<file path="src/rtl/mem_sequencer.sv">
`default_nettype none
// ============================================================================
// Module      : mem_sequencer
// Description : Initiator-side sequencer for the CPU data memory block
//               (address register AR + synchronous 256x8 RAM). Accepts one
//               read/write request at a time, direct or indirect (pointer
//               held in memory), drives the wAR/srcA/wM strobes in the order
//               the memory block needs, and returns read data with a
//               one-cycle completion pulse.
// Ports       : clk, rst             - clock, synchronous active-high reset
//               req_valid/req_ready  - request handshake (ready only in IDLE)
//               req_write            - 1 = write, 0 = read
//               req_indirect         - 1 = target address is mem[req_addr]
//               req_addr, req_wdata  - request address / write data
//               rsp_valid, rsp_data  - completion pulse / read result
//               busy                 - sequencer is not idle
//               mem_addr, mem_r      - latched address / data to the memory
//               mem_srcA, mem_wAR    - AR source select / AR write enable
//               mem_wM               - RAM write enable
//               mem_m                - registered RAM read data
// Revision    : 1.0 - initial release
// ============================================================================
module mem_sequencer #(
  parameter int DATA_WIDTH = 8
) (
  input  logic                  clk,
  input  logic                  rst,
  input  logic                  req_valid,
  output logic                  req_ready,
  input  logic                  req_write,
  input  logic                  req_indirect,
  input  logic [DATA_WIDTH-1:0] req_addr,
  input  logic [DATA_WIDTH-1:0] req_wdata,
  output logic                  rsp_valid,
  output logic [DATA_WIDTH-1:0] rsp_data,
  output logic                  busy,
  output logic [DATA_WIDTH-1:0] mem_addr,
  output logic [DATA_WIDTH-1:0] mem_r,
  output logic                  mem_srcA,
  output logic                  mem_wAR,
  output logic                  mem_wM,
  input  logic [DATA_WIDTH-1:0] mem_m
);

  typedef enum logic [2:0] {
    S_IDLE    = 3'd0,
    S_SET_AR  = 3'd1,
    S_PTR_RD  = 3'd2,
    S_PTR_SET = 3'd3,
    S_RD_WAIT = 3'd4,
    S_RD_DONE = 3'd5,
    S_WRITE   = 3'd6
  } state_t;

  state_t                r_state;
  logic [DATA_WIDTH-1:0] r_addr;
  logic [DATA_WIDTH-1:0] r_wdata;
  logic                  r_write;
  logic                  r_indirect;
  logic                  r_rsp_valid;
  logic [DATA_WIDTH-1:0] r_rsp_data;

  logic                  w_idle;

  assign w_idle = (r_state == S_IDLE);

  always_ff @(posedge clk) begin
    if (rst) begin
      r_state     <= S_IDLE;
      r_addr      <= '0;
      r_wdata     <= '0;
      r_write     <= 1'b0;
      r_indirect  <= 1'b0;
      r_rsp_valid <= 1'b0;
      r_rsp_data  <= '0;
    end else begin
      // Completion is a single-cycle pulse; only the finishing states raise it.
      r_rsp_valid <= 1'b0;
      case (r_state)
        S_IDLE: begin
          if (req_valid) begin
            r_addr     <= req_addr;
            r_wdata    <= req_wdata;
            r_write    <= req_write;
            r_indirect <= req_indirect;
            r_state    <= S_SET_AR;
          end
        end
        S_SET_AR: begin
          if (r_indirect)   r_state <= S_PTR_RD;
          else if (r_write) r_state <= S_WRITE;
          else              r_state <= S_RD_WAIT;
        end
        // RAM output is registered: one idle cycle before the pointer is on M.
        S_PTR_RD: r_state <= S_PTR_SET;
        S_PTR_SET: begin
          if (r_write) r_state <= S_WRITE;
          else         r_state <= S_RD_WAIT;
        end
        S_RD_WAIT: r_state <= S_RD_DONE;
        S_RD_DONE: begin
          r_rsp_data  <= mem_m;
          r_rsp_valid <= 1'b1;
          r_state     <= S_IDLE;
        end
        S_WRITE: begin
          r_rsp_valid <= 1'b1;
          r_state     <= S_IDLE;
        end
        default: r_state <= S_IDLE;
      endcase
    end
  end

  assign req_ready = w_idle;
  assign busy      = !w_idle;
  assign rsp_valid = r_rsp_valid;
  assign rsp_data  = r_rsp_data;
  assign mem_addr  = r_addr;
  assign mem_r     = r_wdata;

  // Moore strobe decode, forced low while reset is asserted so an aborted
  // access cannot disturb AR or the RAM in the reset cycle.
  assign mem_wAR  = !rst && ((r_state == S_SET_AR) || (r_state == S_PTR_SET));
  assign mem_srcA = !rst && (r_state == S_PTR_SET);
  assign mem_wM   = !rst && (r_state == S_WRITE);

endmodule
`default_nettype wire

</file>
<file path="config.mk">
export PLATFORM = sky130hd
export DESIGN_NAME = mem_sequencer
export DESIGN_NICKNAME = d
export VERILOG_FILES = /design/src/rtl/mem_sequencer.sv
export SDC_FILE = /design/constraint.sdc
export NUM_CORES = 1
export LEC_CHECK = 0
export ABC_AREA = 1
export CAP_MARGIN = 10
export CORE_MARGIN = 4
export CORE_UTILIZATION = 42
export DETAILED_ROUTE_END_ITERATION = 6
export GPL_TIMING_DRIVEN = 0
export PLACE_DENSITY = 0.79
export RECOVER_POWER = 25
export SLEW_MARGIN = 15
export SYNTH_ARGS = -nofsm -noshare
export SYNTH_HDL_FRONTEND = slang
export SYNTH_SLANG_ARGS = --single-unit
export TNS_END_PERCENT = 5
</file>
<file path="constraint.sdc">
create_clock -name clk -period 1.2 [get_ports clk]
set_clock_uncertainty 0.05 [all_clocks]
set_input_delay 0.24 -clock clk [delete_from_list [all_inputs] [get_ports clk]]
set_output_delay 0.24 -clock clk [all_outputs]
set_load 0.01 [all_outputs]
</file>
==> flow_metrics.py <==
metrics = {
    "min_path": {
        "worstHoldStart": "rst",
        "hp-class": "in -> reg",
    },
    "layout": {
        "multi_input_area_um2": 574,
        "final_cell_mix": "inv_1 (55), nand2_1 (46), buf_2 (31), clkdlybuf4s50_1 (27), nand4_1 (26)",
        "ff_latch_area_um2": 633,
        "final_common_cell": "inv_1",
        "syn2layout_area_growth_pct": 47.5,
        "fillers": 295,
        "num_antenna_cells": 0,
        "drive_above_1_share_pct": 28.7,
        "design_area_um2": 2120,
        "final_cell_count_no_fill": 333,
        "fin_util_pct": 67.3,
        "final_net_count": 317,
    },
    "detailed_routing": {
        "drtPass1Iterations": 4,
        "route.detailed.drc": 0,
        "viasPerCell": 4.49,
        "wl_per_cell_um": 11.4,
        "drt_iter0_markers": 55,
        "drt-total-wl_um": 3800,
        "ant_nets": 0,
        "vias": 1494,
    },
    "sta": {
        "setup_ws_ps": -374,
        "timing.fmax_mhz": 635,
        "layout_min_cycle_time_ps": 1570,
        "hold_ws_ps": 325,
        "rsz0062_at_grt": "yes",
        "setup_violations": 5,
        "max_slew_margin_pct": 75.9,
        "hold_viol": 0,
        "slew_violations": 0,
        "worstMarginPinSlew_ps": 361,
        "min_period_over_period_pct": 131,
    },
    "place": {
        "post-place-cells": 321,
        "dp_hpwl_um": 2580,
        "placed_area_um2": 2090,
        "portBuffers": 58,
        "routabilityCongestion": 0.759,
    },
    "pwr": {
        "powerDensity_nw_per_um2": 1390,
        "ir_drop_mv": 0.821,
        "p_leak_nw": 1.12,
    },
    "worst_setup_path": {
        "startpoint": "r_state[2]",
        "r2r-start": "r_state[1]",
        "start_kind": "flop",
        "crit_path_end_kind": "output port",
        "required_ps": 910,
        "worstPathMaxFanout": 6,
        "crit_arrival_ps": 1280,
        "worstSetupPathType": "reg -> out",
    },
    "floorplanning": {
        "pin_count": 59,
        "start_util_pct": 45.6,
        "die-area_um2": 4430,
        "die_height_um": 66.5,
        "dieWidth_um": 66.5,
        "core_region_area_um2": 3150,
        "num_rows": 20,
    },
    "synthesis": {
        "synth_seq_cells": 30,
        "seq_area_frac_synth_pct": 41.7,
        "synth_warnings": 0,
        "syn_inst": 219,
        "synth.distinct_cells": 17,
        "synth_area_leaders": "dfxtp_1 (42%), inv_1 (15%), nand2_1 (12%)",
        "syn-num-nets": 248,
        "syn_area_um2": 1440,
        "syn-mean-instance-area_um2": 6.57,
        "yosysTopAreaCellShare_pct": 41.7,
        "yosysTopAreaCell": "dfxtp_1",
    },
    "clocking": {
        "root_buffer": "clkbuf_4",
        "htree_levels": 2,
        "cts_tree": "yes",
        "cts_num_sinks": 30,
        "cts_made_buffers": 5,
        "clk_latency_ps": 340,
        "clockBufferDepth": 2,
        "clkTransAtPathRegs_ps": 90,
    },
    "job": {
        "maxCapViolations": 0,
    },
    "global_routing": {
        "grt_usage_pct": 18.8,
        "antenna_found_initial": 0,
        "grt_pass1_vias": 1456,
        "grt_max_degree": 11,
        "grt_pass1_wl_um": 6230,
        "overflow": 0,
    },
    "run_status": {
        "violations": "negative setup slack",
        "status": "complete, but fails checks",
    },
}
through the flow:
step / setup slack (ps) / power [mW] / TNS, ps
after floorplan: -10.6 / 1.77 / -10.6
after detailed placement: -938 / 2.21 / -14930
after global routing: -431 / 3.14 / -3170
final: -374 / 2.96 / -1540
after global placement: -978 / 2.19 / -15310
after CTS: -399 / 2.99 / -1670
path summary, 6_finish.rpt:
path | to | slack (ps) | cells after the start
max | mem_srcA | -370 | 3
min | rsp_data[5] | 320 | 2
max reg2reg | mem_addr[4] | 20 | 6
min reg2reg | rsp_data[2] | 410 | 2
final cells by class:
cell class	count	share of cell area, %
Sequential cell	30	29.8
Buffer	12	4.36
Tap cell	44	2.59
Multi-Input combinational cell	116	27.1
Timing Repair Buffer	63	21.8
Inverter	60	10.6
Clock buffer	8	3.71
synthesized netlist by cell type (all sizes together):
cell,instances
inv,59
nand2,47
dfxtp,30
nand4,26
nor2,23
buf,12
a21oi,10
nand3,6
clkbuf,1
clkinv,1
nand3b,1
nor3,1
nor4,1
o21ai,1
timing repair:
| item | 4_1_cts | 5_1_grt |
|---|---|---|
| pin swaps | 2 | 4 |
| setup endpoints to repair | 42 | 51 |
| setup buffers | 3 | 2 |
| hold buffers | 0 | 0 |
| gates resized for setup | 139 | 29 |
flip-flops by register name, summed over array words and instances (netlist names):
signal	flops
r_write	1
rsp_valid	1
mem_r	8
mem_addr	8
r_indirect	1
r_state	3
rsp_data	8
power by group:
part / total (mW) / leakage, nW / internal [mW] / switching [mW]
combinational: 0.982 / 0.821 / 0.429 / 0.554
clock: 0.766 / 0.0446 / 0.400 / 0.366
sequential: 1.21 / 0.255 / 1.13 / 0.0728
routing by layer:
metal	GRT usage [%]	share of wire (%)
met5	0	0
met4	7.87	1.6
met3	6.91	7.5
met2	34.4	50
met1	19.0	41
critical path, cell delays in order, from the launching register on:
cell and delay [ps]:
dfxtp_4 380, buf_8 130, nor4_4 260, buf_2 170
logic make-up (layout without fill, tap and decap cells):
family	after synthesis	after routing	share of synthesized area [%]
DFF	30	30	41.7
AOI/OAI and AO/OA	11	11	3.83
buffers and inverters	73	143	20.1
and+or+nand+nor	105	105	34.3
Power figures use the tool's default switching activity.
